`src/rtl/button_event_fifo_pkg.sv`:
```
// Shared widths and helpers for the button event FIFO.
// Defaults match a 4-button, 8-entry build.
package btn_evt_pkg;

    localparam int NUM_BUTTONS_DEF = 4;
    localparam int DEPTH_DEF       = 8;

    function automatic int clog2(input int v);
        int r;
        r = 0;
        for (int i = 0; i < 31; i++) begin
            if ((1 << i) < v) r = i + 1;
        end
        return r;
    endfunction

    localparam int CODE_W = clog2(NUM_BUTTONS_DEF);
    localparam int PTR_W  = clog2(DEPTH_DEF);
    localparam int CNT_W  = PTR_W + 1;
    localparam int TS_W   = 16;

endpackage

```
`src/rtl/button_event_fifo_if.sv`:
```
// Pulse inputs and queue outputs of the button event FIFO.
// out_timestamp exists only with BUTTON_EVENT_TIMESTAMP_EN.
interface button_event_fifo_if #(
    parameter int NUM_BUTTONS = btn_evt_pkg::NUM_BUTTONS_DEF,
    parameter int DEPTH       = btn_evt_pkg::DEPTH_DEF
);
    import btn_evt_pkg::*;

    localparam int CW = clog2(NUM_BUTTONS);
    localparam int NW = clog2(DEPTH) + 1;

    logic [NUM_BUTTONS-1:0] in_pulse;
    logic                   in_ready;
    logic                   out_valid;
    logic [CW-1:0]          out_code;
    logic [NW-1:0]          out_count;
    logic                   out_overflow;
`ifdef BUTTON_EVENT_TIMESTAMP_EN
    logic [TS_W-1:0]        out_timestamp;
`endif

    modport master (
        output in_pulse, in_ready,
`ifdef BUTTON_EVENT_TIMESTAMP_EN
        input  out_timestamp,
`endif
        input  out_valid, out_code, out_count, out_overflow
    );

    modport slave (
        input  in_pulse, in_ready,
`ifdef BUTTON_EVENT_TIMESTAMP_EN
        output out_timestamp,
`endif
        output out_valid, out_code, out_count, out_overflow
    );

endinterface

```
`src/rtl/button_event_fifo_mem.sv`:
```
// FIFO storage: synchronous write, registered read at the next head.
// Write-to-read bypass lets a push into an empty queue appear at once.
module btn_evt_fifo_mem #(
    parameter int W     = 2,
    parameter int DEPTH = 8,
    parameter int AW    = 3
) (
    input  logic          clk_i,
    input  logic          rst_ni,
    input  logic          we_i,
    input  logic [AW-1:0] waddr_i,
    input  logic [W-1:0]  wdata_i,
    input  logic [AW-1:0] raddr_i,
    output logic [W-1:0]  rdata_o
);

    logic [W-1:0] mem_q [DEPTH];
    logic [W-1:0] rdata_q;

    always_ff @(posedge clk_i) begin
        if (we_i) mem_q[waddr_i] <= wdata_i;
    end

    always_ff @(posedge clk_i) begin
        if (!rst_ni) begin
            rdata_q <= '0;
        end else if (we_i && (waddr_i == raddr_i)) begin
            rdata_q <= wdata_i;
        end else begin
            rdata_q <= mem_q[raddr_i];
        end
    end

    assign rdata_o = rdata_q;

endmodule

```
`src/rtl/button_event_fifo.sv`:
```
// Serializes button press pulses into a FIFO of button indices.
// BUTTON_EVENT_TIMESTAMP_EN adds a 16-bit push timestamp per entry.
module button_event_fifo
    import btn_evt_pkg::*;
#(
    parameter int NUM_BUTTONS = NUM_BUTTONS_DEF,
    parameter int DEPTH       = DEPTH_DEF
) (
    input  logic in_clock,
    input  logic in_reset_n,
    button_event_fifo_if.slave bus
);

    localparam int CW = clog2(NUM_BUTTONS);
    localparam int PW = clog2(DEPTH);
    localparam int NW = PW + 1;
`ifdef BUTTON_EVENT_TIMESTAMP_EN
    localparam int EW = CW + TS_W;
`else
    localparam int EW = CW;
`endif

    logic [NUM_BUTTONS-1:0] pend_q, pend_d, grant;
    logic [PW-1:0]          wptr_q, wptr_d;
    logic [PW-1:0]          rptr_q, rptr_d;
    logic [NW-1:0]          cnt_q, cnt_d;
    logic                   ovf_q, ovf_d;
    logic                   pop, push, push_ok;
    logic [CW-1:0]          gidx;
    logic [EW-1:0]          wdata, rdata;

    always_comb begin
        pop     = (cnt_q != '0) && bus.in_ready;
        push_ok = (cnt_q < NW'(DEPTH)) || pop;
        grant   = '0;
        if (push_ok) grant = pend_q & (~pend_q + NUM_BUTTONS'(1));
        push    = |grant;
        gidx    = '0;
        for (int i = 0; i < NUM_BUTTONS; i++) begin
            if (grant[i]) gidx = CW'(i);
        end
        pend_d = (pend_q & ~grant) | bus.in_pulse;
        // a press on a still-pending button merges and is lost
        ovf_d  = ovf_q | (|(bus.in_pulse & pend_q & ~grant));
        wptr_d = push ? wptr_q + PW'(1) : wptr_q;
        rptr_d = pop ? rptr_q + PW'(1) : rptr_q;
        cnt_d  = cnt_q;
        if (push && !pop) cnt_d = cnt_q + NW'(1);
        else if (pop && !push) cnt_d = cnt_q - NW'(1);
    end

    always_ff @(posedge in_clock) begin
        if (!in_reset_n) begin
            pend_q <= '0;
            wptr_q <= '0;
            rptr_q <= '0;
            cnt_q  <= '0;
            ovf_q  <= 1'b0;
        end else begin
            pend_q <= pend_d;
            wptr_q <= wptr_d;
            rptr_q <= rptr_d;
            cnt_q  <= cnt_d;
            ovf_q  <= ovf_d;
        end
    end

`ifdef BUTTON_EVENT_TIMESTAMP_EN
    logic [TS_W-1:0] ts_q, ts_d;

    assign ts_d = ts_q + TS_W'(1);

    always_ff @(posedge in_clock) begin
        if (!in_reset_n) ts_q <= '0;
        else ts_q <= ts_d;
    end

    assign wdata             = {ts_q, gidx};
    assign bus.out_timestamp = rdata[EW-1:CW];
`else
    assign wdata = gidx;
`endif

    btn_evt_fifo_mem #(
        .W     (EW),
        .DEPTH (DEPTH),
        .AW    (PW)
    ) u_mem (
        .clk_i   (in_clock),
        .rst_ni  (in_reset_n),
        .we_i    (push),
        .waddr_i (wptr_q),
        .wdata_i (wdata),
        .raddr_i (rptr_d),
        .rdata_o (rdata)
    );

    assign bus.out_valid    = (cnt_q != '0);
    assign bus.out_code     = rdata[CW-1:0];
    assign bus.out_count    = cnt_q;
    assign bus.out_overflow = ovf_q;

endmodule

```
`src/flat_wrapper.sv`:
```
// flat-port wrapper written by rule: the top's interface ports become plain ports
module button_event_fifo_flat import btn_evt_pkg::*;
#(
    parameter int NUM_BUTTONS = NUM_BUTTONS_DEF,
    parameter int DEPTH       = DEPTH_DEF
)
  (in_clock, in_reset_n, bus_in_pulse, bus_in_ready, bus_out_valid, bus_out_code, bus_out_count, bus_out_overflow);
  button_event_fifo_if #(.NUM_BUTTONS(NUM_BUTTONS), .DEPTH(DEPTH)) bus_i ();
  input  logic in_clock;
  input  logic in_reset_n;
  input wire logic [$bits(bus_i.in_pulse)-1:0] bus_in_pulse;
  input wire logic [$bits(bus_i.in_ready)-1:0] bus_in_ready;
  output wire logic [$bits(bus_i.out_valid)-1:0] bus_out_valid;
  output wire logic [$bits(bus_i.out_code)-1:0] bus_out_code;
  output wire logic [$bits(bus_i.out_count)-1:0] bus_out_count;
  output wire logic [$bits(bus_i.out_overflow)-1:0] bus_out_overflow;
  assign bus_i.in_pulse = bus_in_pulse;
  assign bus_i.in_ready = bus_in_ready;
  assign bus_out_valid = bus_i.out_valid;
  assign bus_out_code = bus_i.out_code;
  assign bus_out_count = bus_i.out_count;
  assign bus_out_overflow = bus_i.out_overflow;
  button_event_fifo #(.NUM_BUTTONS(NUM_BUTTONS), .DEPTH(DEPTH)) u_core (.in_clock(in_clock), .in_reset_n(in_reset_n), .bus(bus_i));
endmodule
```
`config.mk`:
```
export PLATFORM = sky130hd
export DESIGN_NAME = button_event_fifo_flat
export DESIGN_NICKNAME = d
export VERILOG_FILES = /design/src/rtl/button_event_fifo_pkg.sv /design/src/rtl/button_event_fifo_if.sv /design/src/rtl/button_event_fifo_mem.sv /design/src/rtl/button_event_fifo.sv /design/src/flat_wrapper.sv
export SDC_FILE = /design/constraint.sdc
export NUM_CORES = 1
export LEC_CHECK = 0
export CAP_MARGIN = 40
export CORE_ASPECT_RATIO = 0.9
export CORE_MARGIN = 3
export CORE_UTILIZATION = 40
export DETAILED_ROUTE_END_ITERATION = 10
export DONT_BUFFER_PORTS = 1
export GPL_TIMING_DRIVEN = 1
export SETUP_SLACK_MARGIN = 0.5
export SKIP_LAST_GASP = 1
export SLEW_MARGIN = 25
export SYNTH_ARGS = -nofsm -noshare
export SYNTH_HDL_FRONTEND = slang
export SYNTH_SLANG_ARGS = --single-unit
```
`constraint.sdc`:
```
create_clock -name in_clock -period 2.8 [get_ports in_clock]
set_input_delay 0.28 -clock in_clock [delete_from_list [all_inputs] [get_ports in_clock]]
set_output_delay 0.28 -clock in_clock [all_outputs]
set_load 0.05 [all_outputs]
```
==> reports/qor.txt, run 1 <==
DRT Pass-1 Iters -> 4
pins over their slew limit -> 0
reg2reg end -> u_core.bus.out_count[3]$_SDFFE_PN0P_
mux cell area share after synthesis -> 15.3%
IO Pins -> 15
Starting Density -> 42.4%
FF+latch count, synth -> 33
area grow syn2layout -> 12.1%
final wirelength -> 3340 um
combinational family with the most area after synthesis -> multiplexers
Synth Area in Simple Gates -> 12.6%
Post-synth EDFFs -> 16
vias in the first global route -> 1134
final setup fails -> 0
core area -> 4160 um2
non-filler cells, final -> 217
worst slack at placement -> 297 ps
crit share post-route -> 84.7%
Hold Path Origin -> bus_in_pulse[0]
leakage power -> 0.708 nW
final instance area -> 1970 um2
proportion of layout cells with a drive suffix above 1 -> 24.8%
TritonCTS clock tree -> built
antenna violations before repair -> 0
clock sinks -> 33
maximum root-to-sink buffer count -> 2
die area -> 5240 um2
pin count of the biggest net entering global routing -> 18
Hold EP -> u_core.pend_q[0]$_SDFF_PN0_
Syn Std Cell Area -> 1760 um2
H-tree lvl count -> 2
Synth Area in Compound Gates -> 9.80%
# fillers -> 384
worst path arrival time -> 2590 ps
Worst-Margin Slew -> 595 ps
CTS Hold Bufs -> 0
crit path max fanout -> 6
sequential area share after synthesis -> 46.6%
xor and xnor area share after synthesis -> 5.47%
Final Net Count -> 169
Max Cap Viol -> 0
first-pass GRT wire length -> 5350 um
critical path class -> reg2reg
GRT Util Overall -> 13.8%
Fin. Hold Viols -> 0
Synth Area in Adders -> 5.26%
FMAX -> 422 MHz
syn nets -> 165
Antenna diodes -> 0
detailed placement HPWL -> 2500 um
Die Ht -> 69.0 um
# rows -> 22
setup TNS -> 0 ps
Num CTS Buffers -> 5
Port Buffers -> 0
worst hold path type -> in2reg
Avg Inst Size Synth -> 11.6 um2
Placed Instance Area -> 1820 um2
Hold Path Depth -> 2
Worst-path clk slew -> 70 ps
Cells after DPL -> 204
Post-synth ARST share -> 0%
Worst EP required -> 3010 ps
Worst setup SP type -> flip-flop
Post-DRT Antenna Nets -> 0
clk_lat worst skew -> 280 ps
synthesized netlist cell count -> 152
clk_skew -> 2.60 ps
reg2reg start -> u_core.bus.out_count[1]$_SDFFE_PN0P_
synth unique cells -> 42
routed via count -> 1156
RSZ-0062 raised after global routing -> yes
R2R cell count -> 10
Pwr Density -> 1100 nW/um2
Tmin final -> 2370 ps
drt wl/cell -> 15.4 um
Syn. warnings -> 0
drt initial violations -> 54
Crit. End Element -> flip-flop
r2r setup slk -> 430 ps
Root Driver -> clkbuf_8
maximum vdd drop -> 445 uV
outcome -> completed
GRT Residual Overflow -> 0
ys flop type -> dfxtp_1
# DRC -> 0
Die Span X -> 76.0 um
Max-Slew Margin vs Limit -> 60.1%
routability cong. -> 0.733
Setup WS post-layout -> 428 ps
Avg Vias per Cell -> 5.33
routing by layer:
metal	vias up	global-route usage, %	routed length, um
met2	24	22.1	1610
met5	-	0	0
met3	4	5.45	175
met1	567	16.9	1500
li1	561	-	-
met4	0	6.11	48
final cells by class:
class / instances / area [um2] / share of cell area (%)
clock buffer: 5 / 68.8 / 3.49
clock inverter: 3 / 41.3 / 2.09
inverter: 7 / 33.8 / 1.71
multi-input combinational: 103 / 877 / 44.4
sequential: 33 / 833 / 42.2
tap: 60 / 75.1 / 3.80
timing repair buffer: 6 / 45.0 / 2.28
critical path: stages, from the launching register on:
cell	delay, ps
dfxtp_4	420
o41a_1	500
inv_4	90
ha_4	130
inv_2	50
ha_1	270
a21o_1	170
a21oi_2	120
xnor2_1	90
or3_1	330
a21oi_2	120
registers in the layout, indices dropped and copies added (netlist names):
signal	cells
u_core.pend_q	4
u_core.u_mem.rdata_o	2
u_core.bus.out_count	4
u_core.bus.out_overflow	1
u_core.rptr_q	3
u_core.u_mem.mem_q	16
u_core.wptr_q	3
layout by cell type (no fill, tap or decap), drive strengths merged, types with 2 or more instances in the layout:
cell    instances
nor2           17
dfxtp          17
edfxtp         16
nand2          11
a21oi          10
mux2i           9
mux4            8
inv             7
xor2            6
buf             6
nor3            6
xnor2           5
clkbuf          5
ha              5
o21ai           3
nor4            2
or2             2
or3             2
nand2b          2
a22o            2
what timing repair did:
item	in CTS	in global routing
buffers inserted	4	1
resized for setup	2	0
pin swaps	3	1
setup endpoints to repair	1	1
hold endpoints to repair	0	0
worst max-delay path by stage:
stage	start	end	slack (ps)	cells past startpoint
floorplan	u_core.bus.out_count[3]$_SDFFE_PN0P_	u_core.bus.out_count[3]$_SDFFE_PN0P_	490	12
global placement	u_core.bus.out_count[3]$_SDFFE_PN0P_	u_core.bus.out_count[3]$_SDFFE_PN0P_	400	11
detailed placement	u_core.bus.out_count[3]$_SDFFE_PN0P_	u_core.bus.out_count[3]$_SDFFE_PN0P_	300	11
CTS	u_core.bus.out_count[0]$_SDFFE_PN0P_	u_core.bus.out_count[3]$_SDFFE_PN0P_	450	10
global route	u_core.bus.out_count[1]$_SDFFE_PN0P_	u_core.bus.out_count[3]$_SDFFE_PN0P_	330	10
finish	u_core.bus.out_count[1]$_SDFFE_PN0P_	u_core.bus.out_count[3]$_SDFFE_PN0P_	430	10
cell families after synthesis:
| kind of cell | Yosys count |
|---|---|
| adders and majority gates | 7 |
| DFF | 33 |
| muxes | 17 |
| xor gates and xnor gates | 11 |
| buffers and inverters | 16 |
| AOI/OAI and AO/OA | 22 |
| and+or+nand+nor | 46 |
report_power, final:
| part | internal [mW] | total, mW | switching, mW |
|---|---|---|---|
| sequential | 0.622 | 0.872 | 0.250 |
| clock | 0.262 | 0.439 | 0.177 |
| combinational | 0.444 | 0.869 | 0.425 |
metrics by stage:
stage | utilization, % | total power, mW | hold slack, ps
6_report | 47.5 | 2.18 | 112
4_1_cts | 47.3 | 2.19 | 107
2_1_floorplan | - | 1.58 | 397
3_5_place_dp | 43.8 | 1.71 | 407
5_1_grt | 47.5 | 2.32 | 117
3_3_place_gp | 43.8 | 1.67 | 404
synth_stat cells, types with 2 or more instances:
cell / n / area share, %
mux2i_1: 9 / 5.1
nor2_1: 16 / 3.4
o21ai_1: 2 / 0.57
inv_1: 5 / 1.1
mux4_2: 8 / 10
nand2_1: 11 / 2.3
xnor2_1: 5 / 2.5
or3_1: 2 / 0.71
edfxtp_1: 16 / 27
a22o_1: 2 / 0.99
nand2b_1: 2 / 0.71
ha_1: 5 / 3.6
a21oi_1: 10 / 2.8
buf_2: 4 / 1.1
dfxtp_1: 17 / 19
buf_4: 2 / 0.85
nor4_1: 2 / 0.71
nor3_1: 5 / 1.4
xor2_1: 6 / 3.0
No activity file was read; power rests on OpenSTA's default activity.
==> inputs of run 2 (changes only) <==
--- a/config.mk
+++ b/config.mk
@@ -5,6 +5,7 @@
 export SDC_FILE = /design/constraint.sdc
 export NUM_CORES = 1
 export LEC_CHECK = 0
+export ABC_AREA = 1
 export CAP_MARGIN = 40
 export CORE_ASPECT_RATIO = 0.9
 export CORE_MARGIN = 3
==> constraint.sdc (replaced) <==
create_clock -name in_clock -period 2.29 [get_ports in_clock]
set_input_delay 0.229 -clock in_clock [delete_from_list [all_inputs] [get_ports in_clock]]
set_output_delay 0.229 -clock in_clock [all_outputs]
set_load 0.05 [all_outputs]
==> run 2 against run 1 <==
Net effect: routed wire length increased by 15%; final cell count up 21%; clock skew rose by 4.8 ps; non-clock buffer count increased by 8; synthesized area fell by 4.8%.
==> reports/qor.txt, run 2 <==
Pwr Density -> 1310 nW/um2 (was 1100 nW/um2)
Port Buffers -> 0 (unchanged)
pins over their slew limit -> 0 (unchanged)
proportion of layout cells with a drive suffix above 1 -> 26.7% (was 24.8%)
Num CTS Buffers -> 5 (unchanged)
Worst-path clk slew -> 70 ps (about the same)
maximum vdd drop -> 538 uV (was 445 uV)
worst path arrival time -> 2310 ps (was 2590 ps)
Max-Slew Margin vs Limit -> 66.0% (was 60.1%)
R2R cell count -> 14 (was 10)
Syn Std Cell Area -> 1680 um2 (was 1760 um2)
leakage power -> 0.877 nW (was 0.708 nW)
Final Net Count -> 229 (was 169)
max reg flops -> 16 (unchanged)
detailed placement HPWL -> 2740 um (was 2500 um)
commonest non-fill, non-tap cell in the layout -> nand2_1
Fin. Hold Viols -> 0 (unchanged)
dominant cells by area after synthesis -> edfxtp_1 29%, dfxtp_1 20%, nand2_1 8.3% (was edfxtp_1 27%, dfxtp_1 19%, mux4_2 10%)
# DRC -> 0 (unchanged)
pin count of the biggest net entering global routing -> 13 (was 18)
Die Ht -> 67.4 um (was 69.0 um)
most frequent cells in the layout -> 35 x nand2_1, 24 x nand3_1, 22 x inv_1 (was 16 x nor2_1, 16 x edfxtp_1, 13 x dfxtp_1)
Worst-Margin Slew -> 509 ps (was 595 ps)
Post-synth ARST share -> 0% (unchanged)
H-tree lvl count -> 2 (unchanged)
synth unique cells -> 26 (was 42)
outcome -> completed (unchanged)
most used cell, CP -> nand2_8 (was a21oi_2)
critical path class -> reg2reg (unchanged)
Hold Path Origin -> bus_in_pulse[1] (was bus_in_pulse[0])
CTS Hold Bufs -> 0 (unchanged)
maximum root-to-sink buffer count -> 2 (unchanged)
drt wl/cell -> 14.6 um (was 15.4 um)
routability cong. -> 0.838 (was 0.733)
core area -> 3860 um2 (was 4160 um2)
Post-DRT Antenna Nets -> 0 (unchanged)
Avg Inst Size Synth -> 8.55 um2 (was 11.6 um2)
RSZ-0062 raised after global routing -> yes (unchanged)
Tmin final -> 2100 ps (was 2370 ps)
GRT Residual Overflow -> 0 (unchanged)
r2r setup slk -> 190 ps (was 430 ps)
setup TNS -> 0 ps (unchanged)
Biggest register -> u_core.u_mem.mem_q (unchanged)
Starting Density -> 43.4% (was 42.4%)
crit path max fanout -> 4 (was 6)
vias in the first global route -> 1458 (was 1134)
Root Driver -> clkbuf_8 (unchanged)
TritonCTS clock tree -> built (unchanged)
first-pass GRT wire length -> 6580 um (was 5350 um)
synth cell count leaders -> 37 x nand2_1, 26 x nand3_1, 23 x inv_1 (was 17 x dfxtp_1, 16 x edfxtp_1, 16 x nor2_1)
Cells after DPL -> 246 (was 204)
non-filler cells, final -> 263 (was 217)
drt initial violations -> 100 (was 54)
CP max stage delay -> 350 ps (was 500 ps)
Hold Path Depth -> 2 (unchanged)
routed via count -> 1380 (was 1156)
clock sinks -> 33 (unchanged)
ys flop type -> dfxtp_1 (unchanged)
top-area cell type share of the netlist area -> 28.7% (was 27.3%)
Hold Slack -> 58.6 ps (was 112 ps)
Syn. warnings -> 0 (unchanged)
area grow syn2layout -> 23.1% (was 12.1%)
syn nets -> 209 (was 165)
final setup fails -> 0 (unchanged)
IO Pins -> 15 (unchanged)
worst hold path type -> in2reg (unchanged)
clk_skew -> 7.45 ps (was 2.60 ps)
Hold EP -> u_core.pend_q[1]$_SDFF_PN0_ (was u_core.pend_q[0]$_SDFF_PN0_)
die area -> 5010 um2 (was 5240 um2)
# rows -> 21 (was 22)
FMAX -> 476 MHz (was 422 MHz)
Max Cap Viol -> 0 (unchanged)
Crit. End Element -> flip-flop (unchanged)
Die Span X -> 74.2 um (was 76.0 um)
worst path cell trace -> nor2_4 -> nand2_8 -> nand2_8 -> nand2_8 -> nand3_4 -> nand3_4 -> ha_4 -> inv_4 -> ha_1 -> and3_1 -> a211oi_2 -> xor2_1 -> nand2_1 -> a21oi_1 (was o41a_1 -> inv_4 -> ha_4 -> inv_2 -> ha_1 -> a21o_1 -> a21oi_2 -> xnor2_1 -> or3_1 -> a21oi_2)
Avg Vias per Cell -> 5.25 (was 5.33)
clk_lat worst skew -> 290 ps (was 280 ps)
FF+latch count, synth -> 33 (unchanged)
Worst EP required -> 2500 ps (was 3010 ps)
final instance area -> 2060 um2 (was 1970 um2)
GRT Util Overall -> 18.0% (was 13.8%)
sequential area share after synthesis -> 49.0% (was 46.6%)
reg2reg start -> u_core.bus.out_count[1]$_SDFFE_PN0P_ (unchanged)
critical path's slowest cell -> dfxtp_4 (was o41a_1)
crit share post-route -> 91.8% (was 84.7%)
Final Util -> 53.4% (was 47.5%)
antenna violations before repair -> 0 (unchanged)
Placed Instance Area -> 1860 um2 (was 1820 um2)
synthesized netlist cell count -> 196 (was 152)
Post-synth EDFFs -> 16 (unchanged)
Worst setup SP type -> flip-flop (unchanged)
Antenna diodes -> 0 (unchanged)
DRT Pass-1 Iters -> 4 (unchanged)
area leader, netlist -> edfxtp_1 (unchanged)
most common cell in the netlist -> nand2_1 (was dfxtp_1)
final wirelength -> 3840 um (was 3340 um)
reg2reg end -> u_core.bus.out_count[3]$_SDFFE_PN0P_ (unchanged)
## run 2: cell type report
type / count / area, um2
flip-flops and latches: 33 / 836
fillers: 361 / 1800
well taps: 46 / 57.6
inverters: 26 / 100
clock buffers: 8 / 90.1
repair buffers: 14 / 109
multi-input cells: 136 / 871
## run 2: how the worst max path moves through the flow
stage,from,to,slack [ps]
floorplan,u_core.bus.out_count[1]$_SDFFE_PN0P_,u_core.bus.out_count[3]$_SDFFE_PN0P_,4
global placement,u_core.bus.out_count[1]$_SDFFE_PN0P_,u_core.bus.out_count[3]$_SDFFE_PN0P_,100
detailed placement,u_core.bus.out_count[1]$_SDFFE_PN0P_,u_core.bus.out_count[3]$_SDFFE_PN0P_,20
CTS,u_core.bus.out_count[0]$_SDFFE_PN0P_,u_core.bus.out_count[3]$_SDFFE_PN0P_,170
global route,u_core.bus.out_count[1]$_SDFFE_PN0P_,u_core.bus.out_count[3]$_SDFFE_PN0P_,50
finish,u_core.bus.out_count[1]$_SDFFE_PN0P_,u_core.bus.out_count[3]$_SDFFE_PN0P_,190
## run 2: per-stage QoR
stage / power [mW] / setup slack [ps]
after global placement: 2.09 / 97.5
after detailed placement: 2.12 / 22.6
after global routing: 2.89 / 50.3
after CTS: 2.63 / 172
after floorplan: 1.85 / 3.66
final: 2.70 / 188
## run 2: cells by family (layout without fill, tap and decap cells)
group | Yosys count | after routing | synth area share (%)
simple gates | 107 | 107 | 32.1
flops | 33 | 33 | 49.0
compound gates | 19 | 19 | 5.90
buf+inv | 27 | 48 | 6.04
xor+xnor | 4 | 4 | 2.09
fa+ha+maj | 6 | 6 | 4.93
## run 2: per-layer routing
layer / vias to the layer above / track usage (%) / wire [um]
met5: - / 0 / 0
met3: 10 / 7.14 / 219
met2: 42 / 27.8 / 1740
met1: 644 / 21.7 / 1790
li1: 684 / - / -
met4: 0 / 9.33 / 89
## run 2: worst max-delay path: cells and delay by family (launching register included)
family	cells	cell delay [ps]
adder cells (fa/ha/maj)	2	380
buffers and inverters	1	60
AO/OA/AOI/OAI	2	280
AND/OR/NAND/NOR	8	780
flip-flops	1	350
XOR/XNOR	1	160
## run 2: power breakdown
group          total (mW)  switching (mW)  internal, mW
sequential          0.882           0.132         0.750
clock               0.454           0.209         0.245
combinational        1.36           0.862         0.498
total                2.70            1.20          1.49
## run 2: repair_timing
action / 4_1_cts / 5_1_grt
setup buffers: 6 / 3
resized for setup: 3 / 9
cloned: 0 / 0
pin swaps: 6 / 5
endpoints found under the setup margin: 3 / 5
==> inputs of run 3 (changes only) <==
--- a/config.mk
+++ b/config.mk
@@ -13,7 +13,7 @@
 export DETAILED_ROUTE_END_ITERATION = 10
 export DONT_BUFFER_PORTS = 1
 export GPL_TIMING_DRIVEN = 1
-export SETUP_SLACK_MARGIN = 0.5
+export SETUP_SLACK_MARGIN = 0.1
 export SKIP_LAST_GASP = 1
 export SLEW_MARGIN = 25
 export SYNTH_ARGS = -nofsm -noshare
==> run 3 against run 2 <==
Net effect: total power shrank 3.3%; global-route usage decreased by 1.1 points; utilization shrank 1.1 points; critical path depth is the same; largest cell class unchanged; final cell count fell by 1.1%.
==> reports/qor.txt, run 3 (synthesis gave the netlist of run 2 again) <==
Crit. End Element -> flip-flop (unchanged)
Max Cap Viol -> 0 (unchanged)
Tmin final -> 2140 ps (was 2100 ps)
worst path arrival time -> 2340 ps (was 2310 ps)
Max-Slew Margin vs Limit -> 66.1% (was 66.0%)
TritonCTS clock tree -> built (unchanged)
antenna violations before repair -> 0 (unchanged)
drt wl/cell -> 14.3 um (was 14.6 um)
die area -> 5010 um2 (unchanged)
worst hold path type -> in2reg (unchanged)
Placed Instance Area -> 1850 um2 (was 1860 um2)
non-filler cells, final -> 260 (was 263)
first-pass GRT wire length -> 6410 um (was 6580 um)
proportion of layout cells with a drive suffix above 1 -> 22.9% (was 26.7%)
RSZ-0062 raised after global routing -> yes (unchanged)
Worst-Margin Slew -> 508 ps (was 509 ps)
critical path class -> reg2reg (unchanged)
commonest non-fill, non-tap cell in the layout -> nand2_1 (unchanged)
H-tree lvl count -> 2 (unchanged)
Starting Density -> 43.4% (unchanged)
Fin. Hold Viols -> 0 (unchanged)
Biggest register -> u_core.u_mem.mem_q (unchanged)
drt initial violations -> 94 (was 100)
GRT Residual Overflow -> 0 (unchanged)
Die Span X -> 74.2 um (unchanged)
routed via count -> 1364 (was 1380)
Pwr Density -> 1290 nW/um2 (was 1310 nW/um2)
Port Buffers -> 0 (unchanged)
# rows -> 21 (unchanged)
final wirelength -> 3730 um (was 3840 um)
Die Ht -> 67.4 um (unchanged)
detailed placement HPWL -> 2770 um (was 2740 um)
vias in the first global route -> 1426 (was 1458)
area grow syn2layout -> 20.4% (was 23.1%)
clk_lat worst skew -> 280 ps (was 290 ps)
Worst setup SP type -> flip-flop (unchanged)
crit share post-route -> 93.6% (was 91.8%)
pin count of the biggest net entering global routing -> 13 (unchanged)
clock sinks -> 33 (unchanged)
GRT Util Overall -> 17.0% (was 18.0%)
outcome -> completed (unchanged)
routability cong. -> 0.860 (was 0.838)
core area -> 3860 um2 (unchanged)
Cells after DPL -> 246 (unchanged)
Post-DRT Antenna Nets -> 0 (unchanged)
final setup fails -> 0 (unchanged)
Antenna diodes -> 0 (unchanged)
pins over their slew limit -> 0 (unchanged)
Final Util -> 52.3% (was 53.4%)
total power after layout -> 2.61 mW (was 2.70 mW)
crit path max fanout -> 4 (unchanged)
most frequent cells in the layout -> 37 x nand2_1, 26 x nand3_1, 22 x inv_1 (was 35 x nand2_1, 24 x nand3_1, 22 x inv_1)
clk_skew -> 5.78 ps (was 7.45 ps)
Final Net Count -> 226 (was 229)
max reg flops -> 16 (unchanged)
Root Driver -> clkbuf_8 (unchanged)
Avg Vias per Cell -> 5.25 (about the same)
maximum root-to-sink buffer count -> 2 (unchanged)
# DRC -> 0 (unchanged)
maximum vdd drop -> 717 uV (was 538 uV)
Hold Slack -> 70.1 ps (was 58.6 ps)
Num CTS Buffers -> 5 (unchanged)
leakage power -> 0.851 nW (was 0.877 nW)
Worst EP required -> 2490 ps (was 2500 ps)
IO Pins -> 15 (unchanged)
final instance area -> 2020 um2 (was 2060 um2)
Worst-path clk slew -> 60 ps (was 70 ps)
DRT Pass-1 Iters -> 4 (unchanged)
FMAX -> 467 MHz (was 476 MHz)
run 3: worst paths after layout:
check / startpoint / endpoint / slack, ps / depth (start not counted)
max: u_core.bus.out_count[2]$_SDFFE_PN0P_ / u_core.bus.out_count[3]$_SDFFE_PN0P_ / 150 / 14
max reg2reg: u_core.bus.out_count[2]$_SDFFE_PN0P_ / u_core.bus.out_count[3]$_SDFFE_PN0P_ / 150 / 14
min: bus_in_pulse[1] / u_core.pend_q[1]$_SDFF_PN0_ / 70 / 2
min reg2reg: u_core.wptr_q[0]$_SDFFE_PN0P_ / u_core.wptr_q[0]$_SDFFE_PN0P_ / 550 / 2
run 3: through the flow:
stage               setup WS, ps  setup TNS (ps)
floorplan                  -1.09           -1.09
global placement             100               0
detailed placement          14.7               0
CTS                          106               0
global route                63.8               0
finish                       147               0
run 3: critical path: stages (launching register included):
cell	delay (ps)
dfxtp_4	350
nor2_4	150
nand2_8	70
nand2_8	90
nand2_8	70
nand3_4	80
nand3_4	80
ha_4	170
inv_4	80
ha_4	210
and3_4	180
a211oi_4	170
xor2_1	160
nand2_1	60
a21oi_1	140
run 3: power by group:
group / switching (mW) / internal (mW) / total (mW)
combinational: 0.825 / 0.485 / 1.31
clock: 0.203 / 0.211 / 0.414
sequential: 0.133 / 0.750 / 0.884
total: 1.16 / 1.45 / 2.61
run 3: per-layer routing:
| layer | share of wire, % | up-vias | global-route usage (%) | wire [um] |
|---|---|---|---|---|
| li1 | - | 679 | - | - |
| met3 | 5.1 | 7 | 4.61 | 191 |
| met1 | 47 | 631 | 21.2 | 1750 |
| met4 | 1.6 | 0 | 7.11 | 59 |
| met5 | 0 | - | 0 | 0 |
| met2 | 46 | 47 | 27.7 | 1720 |
run 3: layout make-up:
cell class,instances,area (um2)
fill,365,1840
clock buffer,7,76.3
multi-input combinational,136,863
inverter,26,100
timing repair buffer,11,82.6
tap,46,57.6
clock inverter,1,3.75
sequential,33,836
run 3: timing repair:
item	CTS	global route
hold buffers	0	0
pin swaps	6	7
setup endpoints to repair	1	1
resized for setup	3	3
setup buffers	5	1
